==> src/rtl/l1_biu_ctrl.sv <==
// L1 data-cache bus interface responder: turns level-held L1 requests into
// single-beat 64-bit bus transactions and returns completion/error pulses.
module l1_biu_ctrl #(
  parameter int unsigned LINE_BYTES = 1024,
  parameter int unsigned CNT_W      = $clog2(LINE_BYTES) + 1
) (
  input  logic             clk,
  input  logic             rst,
  input  logic             read_req,
  input  logic             write_through_req,
  input  logic             read_line_req,
  input  logic             write_line_req,
  input  logic [3:0]       L1_size,
  input  logic [63:0]      pa,
  input  logic [63:0]      wt_data,
  output logic [63:0]      line_data,
  output logic [CNT_W-1:0] addr_count,
  output logic             line_write,
  output logic             cache_entry_refill,
  output logic             trans_rdy,
  output logic             bus_error,
  output logic             bus_req,
  output logic             bus_we,
  output logic [63:0]      bus_addr,
  output logic [3:0]       bus_size,
  output logic [63:0]      bus_wdata,
  input  logic [63:0]      bus_rdata,
  input  logic             bus_ack,
  input  logic             bus_err
);

  localparam int unsigned OffW = $clog2(LINE_BYTES);
  localparam logic [CNT_W-1:0] LastOff  = CNT_W'(LINE_BYTES - 8);
  localparam logic [CNT_W-1:0] BeatStep = CNT_W'(8);

  typedef enum logic [2:0] {StIdle, StSingle, StLineRd, StLineWb, StResp, StErr} state_e;

  state_e           state_q, state_d;
  logic             is_write_q, is_write_d;
  logic [CNT_W-1:0] off_q, off_d;
  logic [63:0]      base_q, base_d;
  logic [63:0]      addr_q, addr_d;
  logic [3:0]       size_q, size_d;
  logic             we_q, we_d;
  logic [63:0]      wdata_q, wdata_d;
  logic             req_q, req_d;
  logic [63:0]      line_data_q, line_data_d;
  logic [CNT_W-1:0] addr_count_q, addr_count_d;
  logic             line_write_q, line_write_d;
  logic             refill_q, refill_d;
  logic             rdy_q, rdy_d;
  logic             err_q, err_d;

  logic [CNT_W-1:0] nxt_off;
  logic [63:0]      nxt_addr;
  logic [63:0]      pa_base;

  assign nxt_off  = off_q + BeatStep;
  // Offset stays below LINE_BYTES, so OR-ing never carries into the tag bits.
  assign nxt_addr = base_q | 64'(nxt_off);
  assign pa_base  = {pa[63:OffW], {OffW{1'b0}}};

  // Next-state and registered-output computation.
  always_comb begin
    state_d      = state_q;
    is_write_d   = is_write_q;
    off_d        = off_q;
    base_d       = base_q;
    addr_d       = addr_q;
    size_d       = size_q;
    we_d         = we_q;
    wdata_d      = wdata_q;
    req_d        = req_q;
    line_data_d  = line_data_q;
    addr_count_d = addr_count_q;
    line_write_d = 1'b0;
    refill_d     = 1'b0;
    rdy_d        = 1'b0;
    err_d        = 1'b0;

    unique case (state_q)
      StIdle: begin
        if (read_line_req || write_line_req || read_req || write_through_req) begin
          base_d       = pa_base;
          off_d        = '0;
          addr_count_d = '0;
          wdata_d      = wt_data;
          req_d        = 1'b1;
          if (read_line_req || write_line_req) begin
            state_d = read_line_req ? StLineRd : StLineWb;
            we_d    = !read_line_req;
            size_d  = 4'b1000;
            addr_d  = pa_base;
          end else begin
            state_d    = StSingle;
            is_write_d = !read_req;
            we_d       = !read_req;
            size_d     = L1_size;
            addr_d     = pa;
          end
        end
      end
      StSingle: begin
        if (bus_err) begin
          state_d = StErr;
          req_d   = 1'b0;
          err_d   = 1'b1;
        end else if (bus_ack) begin
          state_d = StResp;
          req_d   = 1'b0;
          rdy_d   = 1'b1;
          if (!is_write_q) line_data_d = bus_rdata;
        end
      end
      StLineRd: begin
        if (bus_err) begin
          state_d = StErr;
          req_d   = 1'b0;
          err_d   = 1'b1;
        end else if (bus_ack) begin
          line_write_d = 1'b1;
          line_data_d  = bus_rdata;
          addr_count_d = off_q;
          if (off_q == LastOff) begin
            state_d  = StResp;
            req_d    = 1'b0;
            rdy_d    = 1'b1;
            refill_d = 1'b1;
            off_d    = '0;
          end else begin
            off_d  = nxt_off;
            addr_d = nxt_addr;
          end
        end
      end
      StLineWb: begin
        if (bus_err) begin
          state_d = StErr;
          req_d   = 1'b0;
          err_d   = 1'b1;
        end else if (bus_ack) begin
          if (off_q == LastOff) begin
            state_d = StResp;
            req_d   = 1'b0;
            rdy_d   = 1'b1;
            off_d   = '0;
          end else begin
            off_d        = nxt_off;
            addr_count_d = nxt_off;
            addr_d       = nxt_addr;
          end
        end
      end
      StResp:  state_d = StIdle;
      StErr:   state_d = StIdle;
      default: state_d = StIdle;
    endcase
  end

  // State and output registers with synchronous reset.
  always_ff @(posedge clk) begin
    if (rst) begin
      state_q      <= StIdle;
      is_write_q   <= 1'b0;
      off_q        <= '0;
      base_q       <= '0;
      addr_q       <= '0;
      size_q       <= '0;
      we_q         <= 1'b0;
      wdata_q      <= '0;
      req_q        <= 1'b0;
      line_data_q  <= '0;
      addr_count_q <= '0;
      line_write_q <= 1'b0;
      refill_q     <= 1'b0;
      rdy_q        <= 1'b0;
      err_q        <= 1'b0;
    end else begin
      state_q      <= state_d;
      is_write_q   <= is_write_d;
      off_q        <= off_d;
      base_q       <= base_d;
      addr_q       <= addr_d;
      size_q       <= size_d;
      we_q         <= we_d;
      wdata_q      <= wdata_d;
      req_q        <= req_d;
      line_data_q  <= line_data_d;
      addr_count_q <= addr_count_d;
      line_write_q <= line_write_d;
      refill_q     <= refill_d;
      rdy_q        <= rdy_d;
      err_q        <= err_d;
    end
  end

  assign line_data          = line_data_q;
  assign addr_count         = addr_count_q;
  assign line_write         = line_write_q;
  assign cache_entry_refill = refill_q;
  assign trans_rdy          = rdy_q;
  assign bus_error          = err_q;
  assign bus_req            = req_q;
  assign bus_we             = we_q;
  assign bus_addr           = addr_q;
  assign bus_size           = size_q;
  // Write-back data follows the L1's beat selected by addr_count.
  assign bus_wdata          = (state_q == StLineWb) ? wt_data : wdata_q;

endmodule

==> config.mk <==
export PLATFORM = sky130hd
export DESIGN_NAME = l1_biu_ctrl
export DESIGN_NICKNAME = d
export VERILOG_FILES = /design/src/rtl/l1_biu_ctrl.sv
export SDC_FILE = /design/constraint.sdc
export NUM_CORES = 1
export LEC_CHECK = 0
export BUFFER_PORTS_ARGS = -buffer_cell sky130_fd_sc_hd__buf_2
export CAP_MARGIN = 0
export CORE_AREA = 2 2 161 163
export DETAILED_ROUTE_END_ITERATION = 7
export DIE_AREA = 0 0 163 165
export PLACE_DENSITY = 0.71
export SKIP_CTS_REPAIR_TIMING = 1
export SLEW_MARGIN = 10
export SYNTH_ARGS = -nofsm -noshare
export SYNTH_HDL_FRONTEND = slang
export SYNTH_SLANG_ARGS = --single-unit
export TNS_END_PERCENT = 100
==> constraint.sdc <==
create_clock -name clk -period 2.1 [get_ports clk]
set_input_delay 0.21 -clock clk [delete_from_list [all_inputs] [get_ports clk]]
set_output_delay 0.21 -clock clk [all_outputs]
set_load 0.005 [all_outputs]
==> impl_metrics.ini <==
[worst_hold_path]
timing.hold.worst.class = in -> reg

[critical_path]
crit_end = bus_wdata[9]
crit_path_end_kind = output port
critical_path_class = reg -> out
timing.critical_path.from = state_q[0]
timing.rr.start = state_q[1]
worstPathArrival_ns = 1.98
regToRegEndpoint = line_data[4]
cp-start-kind = flip-flop
rr_worst_depth = 5
worst-r2r-setup-slack_ns = -0.04
cp.required_ns = 1.89
critPathMaxFanout = 12

[power]
power_frac_clock_pct = 30.1
power.density_cell_area_nw_per_um2 = 1090
netSwitchingFraction_pct = 33.3
p_leak_nw = 7.77
internal_pwr_total_mw = 12.7
netSwitchingPower_mw = 6.35
relative_contribution_of_sequential_cells_to_total_power_pct = 35.6
power_share_of_the_combinational_group_pct = 34.3
ir_drop_mv = 0.680

[sta]
final_max_slew_viol_count = 0
finalWorstPathRequiredPeriod_ns = 2.19
period_share_pct = 104
minimum_setup_slack_in_the_final_design_ns = -0.0875
worst_slew_pin_slew_ns = 1.08
achievable-frequency_mhz = 457
grt_setup_unrepaired = true
final.hold.worst_slack_ns = -0.0422
final-setup-viol-count = 67
slew_headroom_pct = 27.8
hold_viol_final = 1
final.setup_skew_ns = 0.0100

[place]
post-dp-hpwl_mm = 23.9
gp_congestion = 0.814
dpl.cell_count = 2087
placedInstanceArea_sq_um = 14200
placement.io_buffers = 416

[floorplan]
die_width_microns = 163
initial_core_util_pct = 46.5
boundaryPins = 417
rows = 58
coreArea_sq_um = 25000
fp.dieArea_sq_um = 26900
die_h_microns = 165

[clocking]
cts.sink_count = 277
cts_root_buffer = clkbuf_16
tritoncts = built
cts.htree.levels = 1
insertion_delay_ns = 0.54
maximum_count_of_clock_buffers_along_a_single_path = 3
worst_setup_hold_path_clk_slew_ns = 0.06
num_cts_buffers = 29

[synthesis]
distinct_cell_type_count_after_synthesis = 51
post_synth_inst_count = 1405
synth_edf_count = 0
ys_dominant_reg_cell = dfxtp_1
asyncSetResetFlopFracSynth_pct = 0
synth.yosys.seq_area_share_pct = 47.6
synth_nets = 1610
syn_area_per_cell_sq_um = 8.29
postSynthRegisterBits = 277
synth.cell_area_sq_um = 11600
yosysWarningCount = 0

[finish]
final_layout_size_suffix_gt1_share_pct = 33.4
finalInstanceArea_sq_um = 17500
final_core_utilization_pct = 70.1
finalNetCount = 2197
flow.area_growth_from_synthesis_pct = 50.7
finalNonFillerCells = 2348

[drt]
detail_route.wirelength_mm = 41.4
dr.first_iter.drc_count = 910
drtAntennaViolNets = 0
vias = 12500
post_drt_via_cell_ratio = 5.31
remaining_drc_errors = 0
detailedRoute.firstPassIterationCount = 5
detail_route.wl_per_cell_microns = 17.6

[status]
violations = negative hold slack, negative setup slack
outcome = finished, violations left

[grt]
grt.total_usage_pct = 24.0
wire_length_of_the_first_global_routing_pass_mm = 52.6
grt_max_degree = 79
grt_overflow = 0
grt_pass1_vias = 10400
grt_antenna_before_repair = 5

[run]
cap_violations = 0
## cell type report
class,instances,area (sq um)
antenna,4,10.0
clock buffer,40,857
clock inverter,13,224
fill,1782,7490
inverter,5,18.8
multi-input combinational,1007,5600
sequential,277,5550
tap,330,413
timing repair buffer,672,4870
## power groups by stage
stage | Clock (mW) | Combinational [mW] | Sequential [mW]
after CTS | 5.83 | 5.92 | 6.74
after detailed placement | 0 | 5.89 | 6.84
final | 5.75 | 6.55 | 6.78
after global routing | 6.02 | 7.12 | 6.87
after floorplan | 0 | 3.62 | 6.79
after global placement | 0 | 5.76 | 6.81
## cells in the final DEF, fill, tap and decap left out, types with 3 or more instances in the layout
cell and count:
nor3_1 9, clkinv_2 4, buf_6 13, xnor2_1 9, diode_2 4, buf_8 3, clkbuf_16 33, nor3_4 5
nand3_1 20, dlygate4sd3_1 192, bufinv_16 6, clkbuf_8 9, xor2_1 3, mux2_2 65, buf_2 404, a311oi_2 53
dfxtp_1 274, nand4_1 3, nor2_1 76, a211oi_2 4, o21ai_0 7, inv_1 5, a22oi_1 4, a311oi_1 3
nand2_1 493, nor4_1 3, buf_4 39, buf_12 17, a221oi_1 3, a21oi_1 208, nor3b_1 4
## per-stage QoR
step | hold slack, ns | setup slack [ns] | power, mW | TNS (ns)
after floorplan | 0.320 | 0.330 | 10.4 | 0
after global placement | 0.436 | -0.0239 | 12.6 | -0.395
after detailed placement | 0.440 | -0.0846 | 12.7 | -1.16
after CTS | -0.116 | -0.255 | 18.5 | -19.32
after global routing | 0.0113 | -0.158 | 20.0 | -6.28
final | -0.0422 | -0.0875 | 19.1 | -3.03
## per-layer routing
layer / track usage (%) / vias up / routed length (microns)
met1: 28.5 / 5887 / 15600
met3: 5.83 / 138 / 2990
met4: 9.53 / 2 / 1700
met2: 41.7 / 545 / 21000
met5: 0 / - / 12
li1: - / 5907 / -
## flip-flops by register name, indices dropped and copies added (netlist names), 3 cells and up
name and cells:
bus_addr 64, line_data 64, wdata_q 64, base_q 54, addr_count 9, off_q 8
bus_size 4, state_q 3
## worst min-delay path by stage
stage | start | endpoint | slack (ns) | depth (start not counted)
after floorplan | read_req | is_write_q | 0.32 | 1
after global placement | bus_size[0] | bus_size[0] | 0.44 | 2
after detailed placement | bus_size[0] | bus_size[0] | 0.44 | 2
after CTS | bus_rdata[56] | line_data[56] | -0.12 | 3
after global routing | L1_size[3] | bus_size[3] | 0.01 | 3
final | L1_size[3] | bus_size[3] | -0.04 | 3
## logic make-up (layout without fill, tap and decap cells)
| kind of cell | count (synthesis) | count (layout) | share of synthesized area, % |
|---|---|---|---|
| other cells | 0 | 4 | 0 |
| mux | 66 | 66 | 6.37 |
| simple gates | 630 | 631 | 21.7 |
| flops | 277 | 277 | 47.6 |
| compound gates | 297 | 297 | 18.4 |
| fa+ha+maj | 1 | 1 | 0.107 |
| xor+xnor | 12 | 12 | 0.903 |
| buf+inv | 122 | 730 | 4.91 |
## synth_stat cells (2+ instances only)
cell type / number / area (sq um)
buf_2: 40 / 200
o21ai_0: 7 / 35.0
a311oi_1: 3 / 26.3
a221oi_1: 3 / 26.3
and3_1: 2 / 12.5
nand3_1: 20 / 100
nor3_2: 3 / 30.0
nand2b_1: 3 / 18.8
nand4_1: 3 / 18.8
nor3_4: 2 / 32.5
dfxtp_1: 277 / 5550
nor2_1: 76 / 285
nor3b_1: 4 / 30.0
mux2_2: 65 / 732
xnor2_1: 9 / 78.8
a311oi_2: 53 / 796
or3_1: 2 / 12.5
buf_6: 7 / 78.8
o31ai_1: 2 / 15.0
nor4_1: 3 / 18.8
a211oi_2: 4 / 50.1
clkbuf_1: 67 / 251
a22oi_1: 4 / 30.0
nor3_1: 9 / 45.0
a21o_1: 2 / 15.0
inv_1: 5 / 18.8
xor2_1: 3 / 26.3
a211oi_1: 2 / 15.0
a21oi_1: 208 / 1040
buf_4: 3 / 22.5
nand2_1: 494 / 1850
## worst max-delay path, cell delays in order (launching register included)
cell and delay [ns]:
dfxtp_2 0.33, buf_4 0.14, buf_6 0.14, nand2_8 0.13, buf_8 0.19, mux2_2 0.37, buf_2 0.13
Power figures use the tool's default switching activity.
